**config.mk**
```make
export PLATFORM = sky130hd
export DESIGN_NAME = nap_time_counter
export DESIGN_NICKNAME = d
export VERILOG_FILES = /design/src/rtl/nap_time_counter.sv
export SDC_FILE = /design/constraint.sdc
export NUM_CORES = 1
export LEC_CHECK = 0
export ABC_AREA = 0
export CORE_ASPECT_RATIO = 0.5
export CORE_MARGIN = 2
export CORE_UTILIZATION = 54
export CTS_CLUSTER_SIZE = 12
export DETAILED_ROUTE_END_ITERATION = 10
export PLACE_DENSITY = 0.83
export RECOVER_POWER = 50
export SKIP_CTS_REPAIR_TIMING = 1
export SYNTH_ARGS = -nofsm -noshare
export SYNTH_HDL_FRONTEND = slang
export SYNTH_SLANG_ARGS = --single-unit
```
**constraint.sdc**
```tcl
create_clock -name clock -period 3 [get_ports clock]
set_clock_uncertainty 0.2 [all_clocks]
set_input_delay 0.3 -clock clock [delete_from_list [all_inputs] [get_ports clock]]
set_output_delay 0.3 -clock clock [all_outputs]
set_load 0.005 [all_outputs]
```
**src/rtl/nap_time_counter.sv**
```systemverilog
// nap_time_counter: HH:MM:SS BCD nap timer.
// Digits are keyed into the field chosen by the edit-select enables. A rising
// edge of completeSetting starts a once-per-tick BCD countdown. The alarm is
// raised at 00:00:00 and held until it is acknowledged.
// Optional feature macro: NAP_ALARM_TIMEOUT_EN. When it is defined, an
// unacknowledged alarm clears itself after ALARM_SECS ticks.
module nap_time_counter #(
  parameter int unsigned TICK_DIV   = 1000,
  parameter int unsigned ALARM_SECS = 60
) (
  input  logic       clock,
  input  logic       reset,
  input  logic       key_valid,
  input  logic [3:0] key_digit,
  input  logic       hour_en,
  input  logic       min_en,
  input  logic       sec_en,
  input  logic       completeSetting,
  input  logic       alarm_ack,
  output logic [7:0] hour_bcd,
  output logic [7:0] min_bcd,
  output logic [7:0] sec_bcd,
  output logic       running,
  output logic       alarm
);

  typedef enum logic [1:0] {
    S_EDIT  = 2'd0,
    S_RUN   = 2'd1,
    S_ALARM = 2'd2
  } state_t;

  localparam int unsigned PRESC_W = (TICK_DIV > 1) ? $clog2(TICK_DIV) : 1;
  localparam logic [PRESC_W-1:0] PRESC_LAST = PRESC_W'(TICK_DIV - 1);

`ifdef NAP_ALARM_TIMEOUT_EN
  localparam int unsigned ACNT_W = (ALARM_SECS > 1) ? $clog2(ALARM_SECS) : 1;
  localparam logic [ACNT_W-1:0] ACNT_LAST = ACNT_W'(ALARM_SECS - 1);
  logic [ACNT_W-1:0] alarm_cnt_q;
`else
  // ALARM_SECS only matters when the self-clearing alarm is built in.
  logic unused_alarm_secs;
  assign unused_alarm_secs = (ALARM_SECS != 0);
`endif

  state_t             state_q;
  logic [7:0]         hour_q, min_q, sec_q;
  logic [PRESC_W-1:0] presc_q;
  logic               cs_prev_q;
  logic               running_q, alarm_q;

  // Two-digit BCD decrement; 00 wraps to the supplied value.
  function automatic logic [7:0] bcd_dec(input logic [7:0] v, input logic [7:0] wrap);
    logic [7:0] r;
    if (v[3:0] != 4'h0)      r = {v[7:4], v[3:0] - 4'd1};
    else if (v[7:4] != 4'h0) r = {v[7:4] - 4'd1, 4'h9};
    else                     r = wrap;
    return r;
  endfunction

  logic       digit_ok, start_edge, tick, total_zero;
  logic       sel_sec, sel_min, sel_hour;
  logic [7:0] hour_shift, min_shift, sec_shift;
  logic [7:0] hour_entry, min_entry, sec_entry;
  logic       sec_borrow, min_borrow;
  logic [7:0] hour_dec, min_dec, sec_dec;
  logic       dec_zero;

  assign digit_ok   = (key_digit <= 4'd9);
  assign start_edge = completeSetting & ~cs_prev_q;
  assign tick       = (presc_q == PRESC_LAST);
  assign total_zero = (hour_q == 8'h00) && (min_q == 8'h00) && (sec_q == 8'h00);

  // The seconds enable wins over minutes, and minutes win over hours.
  assign sel_sec  = sec_en;
  assign sel_min  = min_en & ~sec_en;
  assign sel_hour = hour_en & ~min_en & ~sec_en;

  // Shift the new digit in. An out-of-range result keeps only the new digit.
  assign hour_shift = {hour_q[3:0], key_digit};
  assign min_shift  = {min_q[3:0], key_digit};
  assign sec_shift  = {sec_q[3:0], key_digit};
  assign hour_entry = (hour_shift > 8'h23) ? {4'h0, key_digit} : hour_shift;
  assign min_entry  = (min_shift  > 8'h59) ? {4'h0, key_digit} : min_shift;
  assign sec_entry  = (sec_shift  > 8'h59) ? {4'h0, key_digit} : sec_shift;

  // Countdown with borrow: seconds -> minutes -> hours.
  assign sec_borrow = (sec_q == 8'h00);
  assign min_borrow = sec_borrow && (min_q == 8'h00);
  assign sec_dec    = bcd_dec(sec_q, 8'h59);
  assign min_dec    = sec_borrow ? bcd_dec(min_q, 8'h59) : min_q;
  assign hour_dec   = min_borrow ? bcd_dec(hour_q, 8'h00) : hour_q;
  assign dec_zero   = (hour_dec == 8'h00) && (min_dec == 8'h00) && (sec_dec == 8'h00);

  // Main controller: EDIT / RUN / ALARM with registered fields and flags.
  always_ff @(posedge clock) begin
    if (reset) begin
      state_q   <= S_EDIT;
      hour_q    <= 8'h00;
      min_q     <= 8'h00;
      sec_q     <= 8'h00;
      presc_q   <= '0;
      cs_prev_q <= 1'b1;
      running_q <= 1'b0;
      alarm_q   <= 1'b0;
`ifdef NAP_ALARM_TIMEOUT_EN
      alarm_cnt_q <= '0;
`endif
    end else begin
      cs_prev_q <= completeSetting;
      case (state_q)
        S_EDIT: begin
          if (start_edge) begin
            presc_q <= '0;
`ifdef NAP_ALARM_TIMEOUT_EN
            alarm_cnt_q <= '0;
`endif
            if (total_zero) begin
              state_q <= S_ALARM;
              alarm_q <= 1'b1;
            end else begin
              state_q   <= S_RUN;
              running_q <= 1'b1;
            end
          end else if (key_valid && digit_ok) begin
            if (sel_sec)       sec_q  <= sec_entry;
            else if (sel_min)  min_q  <= min_entry;
            else if (sel_hour) hour_q <= hour_entry;
          end
        end

        S_RUN: begin
          if (tick) begin
            presc_q <= '0;
            hour_q  <= hour_dec;
            min_q   <= min_dec;
            sec_q   <= sec_dec;
            if (dec_zero) begin
              state_q   <= S_ALARM;
              running_q <= 1'b0;
              alarm_q   <= 1'b1;
`ifdef NAP_ALARM_TIMEOUT_EN
              alarm_cnt_q <= '0;
`endif
            end
          end else begin
            presc_q <= presc_q + PRESC_W'(1);
          end
        end

        S_ALARM: begin
          if (alarm_ack) begin
            state_q <= S_EDIT;
            alarm_q <= 1'b0;
            hour_q  <= 8'h00;
            min_q   <= 8'h00;
            sec_q   <= 8'h00;
            presc_q <= '0;
          end
`ifdef NAP_ALARM_TIMEOUT_EN
          else if (tick) begin
            presc_q <= '0;
            if (alarm_cnt_q == ACNT_LAST) begin
              state_q <= S_EDIT;
              alarm_q <= 1'b0;
              hour_q  <= 8'h00;
              min_q   <= 8'h00;
              sec_q   <= 8'h00;
            end else begin
              alarm_cnt_q <= alarm_cnt_q + ACNT_W'(1);
            end
          end else begin
            presc_q <= presc_q + PRESC_W'(1);
          end
`endif
        end

        default: begin
          state_q   <= S_EDIT;
          running_q <= 1'b0;
          alarm_q   <= 1'b0;
        end
      endcase
    end
  end

  assign hour_bcd = hour_q;
  assign min_bcd  = min_q;
  assign sec_bcd  = sec_q;
  assign running  = running_q;
  assign alarm    = alarm_q;

endmodule
```
==> results.md, run 1 <==
- RSZ-0062 raised after global routing: no
- Worst-path clk slew: ~0.08 ns
- Antenna Diode Count: 0
- Largest net degree at the start of global routing: 23
- Remaining design rule violation count: 0
- Synthesized Nets: approximately 340
- Pwr Density: between 800 and 900 mW/mm^2
- Most common cell after layout, fill and taps aside: nor2_1
- Cells after Synth: about 320
- Clock Tree Buf Depth: 2
- FF+latch count, synth: 39
- WL per Instance: 15.55 um
- Worst setup margin: ~0.26 ns
- Die Area: ~0.0051 mm^2
- IO Port Bufs: 37
- Final WL: roughly 6600 um
- Initial antenna violation count: 0
- Data required, critical path: around 3 ns
- Chip width: approximately 100 um
- Post-synth EDFFs: 0
- Least-Margin Pin Slew: a little over 0.8 ns
- Max cap viols: 0
- Area grow syn2layout: 22.06%
- Rows: 17
- Pre-CTS WS: 0.2783 ns
- Gr busiest metal: met2
- H-tree depth: 2
- DP Cell Count: roughly 420
- Min-Delay Path Class: flop to flop
- First-pass GRT wire length: around 11000 um
- Critical Path Most Common Cell: mux2_4
- CORE AREA: roughly 0.0044 mm^2
- Ys flop type: dfxtp_1
- Leading cell types in the layout, fill and taps excluded: nor2_1 (57), dfxtp_1 (39), o21ai_0 (30)
- CP Max Fanout: 10
- Nets: approximately 380
- Final Power: 2.488 mW
- Peak supply drop: 0.0004260 V
- Met1 usage: 35.48%
- Sequential area share after synthesis: a little under a third
- Met3 Resource Use GR: 6.586%
- Fill cells: 380
- Hold slack: about 0.31 ns
- Drt pass-1 iters: 5
- Crit-path slowest cell: o41ai_4
- Top cell type's share of synthesized area: a little under a third
- Vias in the first global route: between 2000 and 2500
- Setup TNS: 0 ns
- Root buffer cell: clkbuf_8
- Global placement routability congestion: between 0.9 and 1
- Status: finished, final reports clean
- Cell family with most CP delay: simple AND/OR/NAND/NOR gates
- Post-route cell area: 0.002990 mm^2
- Setup violations, final: 0
- CP Class: flop to flop
- Final cell count without fillers: around 420
- CP arrival: 2.73 ns
- HPWL after DPL: approximately 4800 um
- Final core occ: between 60 and 70%
- Layout cells sized above 1: around a tenth
- Antenna Nets Post-Route: 0
- Met2 Use GR: a little under half
- Fin. max-slew vios: 0
- Final hold viol count: 0
- DR vias/cell: between 6 and 7
- Synth area leaders: dfxtp_1 (32%), nor2_1 (8.7%), o21ai_0 (6.1%)
- Max Freq: around 360 MHz
- CP bufs+invs: 0
- Synth unique cells: 54
- Crit path cell chain: nor4_4 > and4_1 > nand2_4 > mux2_4 > o41ai_4 > nand2_2 > mux2_4
- Via count: around 2500
- Cell area after placement: a little under 0.003 mm^2
- CTS tree: yes
- Yosys Warn Count: 0
- Dominant cell type by area after synthesis: dfxtp_1
- Worst skew pair latency: 0.30 ns
- Worst rel slew slack: roughly 45%
- # clock sinks: 39
- Async set-reset flop share out of synthesis: 0%
- Period utilisation layout: approximately nine tenths
- Mapped Avg Cell Area: 7.608 um^2
- Critical path launch point type: flop
- Ports: 38
- Total grt overflow: 0
- Critical Path End Type: flop
- Die height: between 50 and 60 um
- DR iter-0 viols: 199
- Final min period: roughly 2.7 ns
- Syn Std Cell Area: between 0.002 and 0.0025 mm^2
- Num CTS Buffers: 5
- Initial core utilization: 55.91%
- CP peak stage delay: around 0.46 ns
- Static Leak: between 1 and 1.5 nW
- Global-route usage over all layers: approximately 27%
## synth_stat cells (all sizes together), types with 2 or more instances
master  number
nor2        57
dfxtp       39
o21ai       30
nand2       29
a21oi       20
nor3        16
clkbuf      12
nand3       10
nor4         9
nand4        6
a22oi        5
a31oi        5
buf          5
inv          5
mux2i        5
nor2b        5
nor3b        5
xor2         5
ha           4
or2          4
xnor2        4
a211oi       3
and2b        3
and4         3
mux2         3
nor4b        3
a21o         2
and3         2
and3b        2
nand2b       2
nand4b       2
o211ai       2
o41ai        2
or4          2
## cell families (layout without fill, tap and decap cells)
group | count (synthesis) | in the layout | synth area share, %
compound gates | 76 | 76 | 19.15
buf+inv | 22 | 65 | 4.750
flops | 39 | 39 | 31.87
fa+ha+maj | 4 | 4 | 2.043
mux | 8 | 8 | 3.881
xor+xnor | 9 | 9 | 3.217
simple gates | 164 | 164 | 35.09
## report_power, final
group,switching [mW],total [mW],leakage [nW],internal [mW]
combinational,0.845,1.44,0.808,0.597
sequential,0.0930,0.678,0.316,0.585
clock,0.187,0.367,0.0470,0.181
## area by class of cell
type                    instances  area, um^2  share of cell area [%]
flip-flops and latches         39       780.7                   26.11
clock buffers                   6       82.58                   2.762
inverters                       5       18.77                  0.6276
well taps                      57       71.32                   2.385
multi-input cells             261        1553                   51.92
repair buffers                 53       479.2                   16.03
clock inverters                 1       5.005                  0.1674
## worst min-delay path: stages, from the launching register on
cell     delay (ns)
dfxtp_1        0.32
o21ai_0        0.08
a21oi_1        0.06
## metal layers
layer	share of wire, %	vias to the layer above
li1	-	1244
met1	46	1190
met2	45	103
met3	7.9	11
met4	0.90	0
met5	0	-
## final timing paths
path                            startpoint         end  slack, ns  cells past startpoint
worst max-delay path            sec_bcd[2]  state_q[0]       0.26                      7
worst min-delay path               running     running       0.31                      2
worst max register to register  sec_bcd[2]  state_q[0]       0.26                      7
worst min register to register     running     running       0.31                      2
## state kept, by name, indices dropped and copies added, names as in the netlist
register   count
alarm          1
cs_prev_q      1
hour_bcd       8
min_bcd        8
presc_q       10
running        1
sec_bcd        8
state_q        2
Note: power is estimated with default switching activity, not from simulation.
==> inputs of run 2 (changes only) <==
--- a/config.mk
+++ b/config.mk
@@ -8,10 +8,10 @@
 export ABC_AREA = 0
 export CORE_ASPECT_RATIO = 0.5
 export CORE_MARGIN = 2
-export CORE_UTILIZATION = 54
+export CORE_UTILIZATION = 58
 export CTS_CLUSTER_SIZE = 12
 export DETAILED_ROUTE_END_ITERATION = 10
-export PLACE_DENSITY = 0.83
+export PLACE_DENSITY = 0.88
 export RECOVER_POWER = 50
 export SKIP_CTS_REPAIR_TIMING = 1
 export SYNTH_ARGS = -nofsm -noshare
==> constraint.sdc (replaced) <==
create_clock -name clock -period 3.55 [get_ports clock]
set_clock_uncertainty 0.2 [all_clocks]
set_input_delay 0.355 -clock clock [delete_from_list [all_inputs] [get_ports clock]]
set_output_delay 0.355 -clock clock [all_outputs]
set_load 0.005 [all_outputs]
==> results.md, run 2 (synthesis gave the netlist of run 1 again) <==
- IO Port Bufs: 37 (unchanged)
- Global-route usage over all layers: 28.34% (+1.1 points)
- DR iter-0 viols: 164 (-18%)
- Switch Pwr: 951.3 uW (-15%)
- Setup violations, final: 0 (unchanged)
- Worst-path clk slew: 0.08 ns (about the same)
- CORE AREA: 0.003984 mm^2 (-9.1%)
- Rows: 16 (-1)
- H-tree depth: 2 (unchanged)
- RSZ-0062 raised after global routing: no
- Clock Tree Buf Depth: 2 (unchanged)
- Root buffer cell: clkbuf_8
- DR vias/cell: 6.227 (+3.1%)
- Remaining design rule violation count: 0 (unchanged)
- Final Power: 2.100 mW (-16%)
- Num CTS Buffers: 5 (unchanged)
- Final hold viol count: 0 (unchanged)
- Total grt overflow: 0 (unchanged)
- Worst skew pair latency: 0.30 ns (about the same)
- Sw Ratio: 45.30% (+0.092 points)
- Final min period: 2.975 ns (+0.2322 ns)
- Sequential cell fraction of total power: 27.8% (+0.5 points)
- CP Max Fanout: 8 (-2)
- Final WL: 6516 um (-0.67%)
- Min-Delay Path Class: flop to flop
- Ports: 38 (unchanged)
- Data required, critical path: 3.54 ns (+0.55 ns)
- Antenna Diode Count: 0 (unchanged)
- Static Leak: 1.139 nW (-2.8%)
- Antenna Nets Post-Route: 0 (unchanged)
- Max reg flops: 10 (unchanged)
- Hold slack: 0.3025 ns (-0.006871 ns)
- Leading cell types in the layout, fill and taps excluded: nor2_1 (57), dfxtp_1 (39), o21ai_0 (30)
- Reg with most FFs: presc_q
- Max Freq: 336.2 MHz (-7.8%)
- CTS tree: yes
- Fin. max-slew vios: 0 (unchanged)
- Int Pwr: 1.149 mW (-16%)
- Worst rel slew slack: 53.72% (+9.0 points)
- Vias in the first global route: 2193 (-5.7%)
- Global placement routability congestion: 0.9340 (+1.7%)
- Final core occ: 73.71% (+5.5 points)
- Largest net degree at the start of global routing: 19 (-17%)
- Peak supply drop: 0.0003251 V (-24%)
- Die height: 49.96 um (-3.2%)
- WL per Instance: 15.89 um (+2.2%)
- Setup TNS: 0 ns (unchanged)
- Max cap viols: 0 (unchanged)
- Power share of the clock group: 18.2% (+3.4 points)
- Nets: 371 (-2.6%)
- Area grow syn2layout: 19.87%
- Chip width: 95.91 um (-3.4%)
- Period utilisation layout: 83.79% (-7.6 points)
- Least-Margin Pin Slew: 0.6916 ns (-0.1348 ns)
- Layout cells sized above 1: 7.865% (-2.3 points)
- # clock sinks: 39 (unchanged)
- CP Class: flop to flop
- Via count: 2553 (+0.20%)
- First-pass GRT wire length: 10450 um (-4.7%)
- CP arrival: 2.97 ns (+0.24 ns)
- DP Cell Count: 402 (-3.1%)
- Drt pass-1 iters: 5 (unchanged)
- Die Area: 0.004791 mm^2 (-6.5%)
- HPWL after DPL: 4687 um (-1.9%)
- Pwr Density: 715.1 mW/mm^2 (-14%)
- Initial antenna violation count: 0 (unchanged)
- Comb pwr share: 54.0% (-4.0 points)
- Critical Path End Type: flop
- Final cell count without fillers: 410 (-2.8%)
- Most common cell after layout, fill and taps aside: nor2_1
- Critical path launch point type: flop
- Initial core utilization: 61.49% (+5.6 points)
- Status: finished, final reports clean
==> run 2: power by group through the flow <==
| stage | clock network, mW | registers (mW) | logic, mW |
|---|---|---|---|
| after floorplan | 0 | 0.559 | 0.888 |
| after global placement | 0 | 0.587 | 1.10 |
| after detailed placement | 0 | 0.591 | 1.13 |
| after CTS | 0.387 | 0.582 | 1.14 |
| after global routing | 0.406 | 0.594 | 1.24 |
| final | 0.382 | 0.584 | 1.13 |
==> run 2: path summary, 6_finish.rpt <==
path / from / end / slack [ns] / cells past startpoint
worst max-delay path: sec_bcd[5] / state_q[0] / 0.58 / 7
worst max register to register: sec_bcd[5] / state_q[0] / 0.58 / 7
worst min register to register: running / running / 0.30 / 2
worst min-delay path: running / running / 0.30 / 2
==> run 2: area by class of cell <==
class,count,area [um^2]
inverters,5,18.77
flip-flops and latches,39,780.7
well taps,54,67.56
clock inverters,3,43.79
clock buffers,5,68.82
multi-input cells,261,1553
repair buffers,43,404.1
fillers,324,1047
==> run 2: stage by stage <==
step                      area [um^2]  worst slack (ns)
after CTS                        2948            0.6234
after detailed placement         2835            0.6332
after global routing             2937            0.4049
after floorplan                  2450            0.9712
after global placement           2835            0.7127
final                            2937            0.5754
==> run 2: critical path: stages (launching register included) <==
cell	delay [ns]
dfxtp_1	0.37
nor3_1	0.45
and4_1	0.50
nand2_4	0.12
mux2_4	0.34
o41ai_4	0.46
nand2_2	0.11
mux2_4	0.32
==> run 2: metal layers <==
layer	part of all wire, %	vias to the layer above	GRT usage, %
li1	-	1232	-
met1	46	1195	39.21
met2	46	110	45.34
met3	7.3	16	5.963
met4	1.4	0	6.667
met5	0	-	0
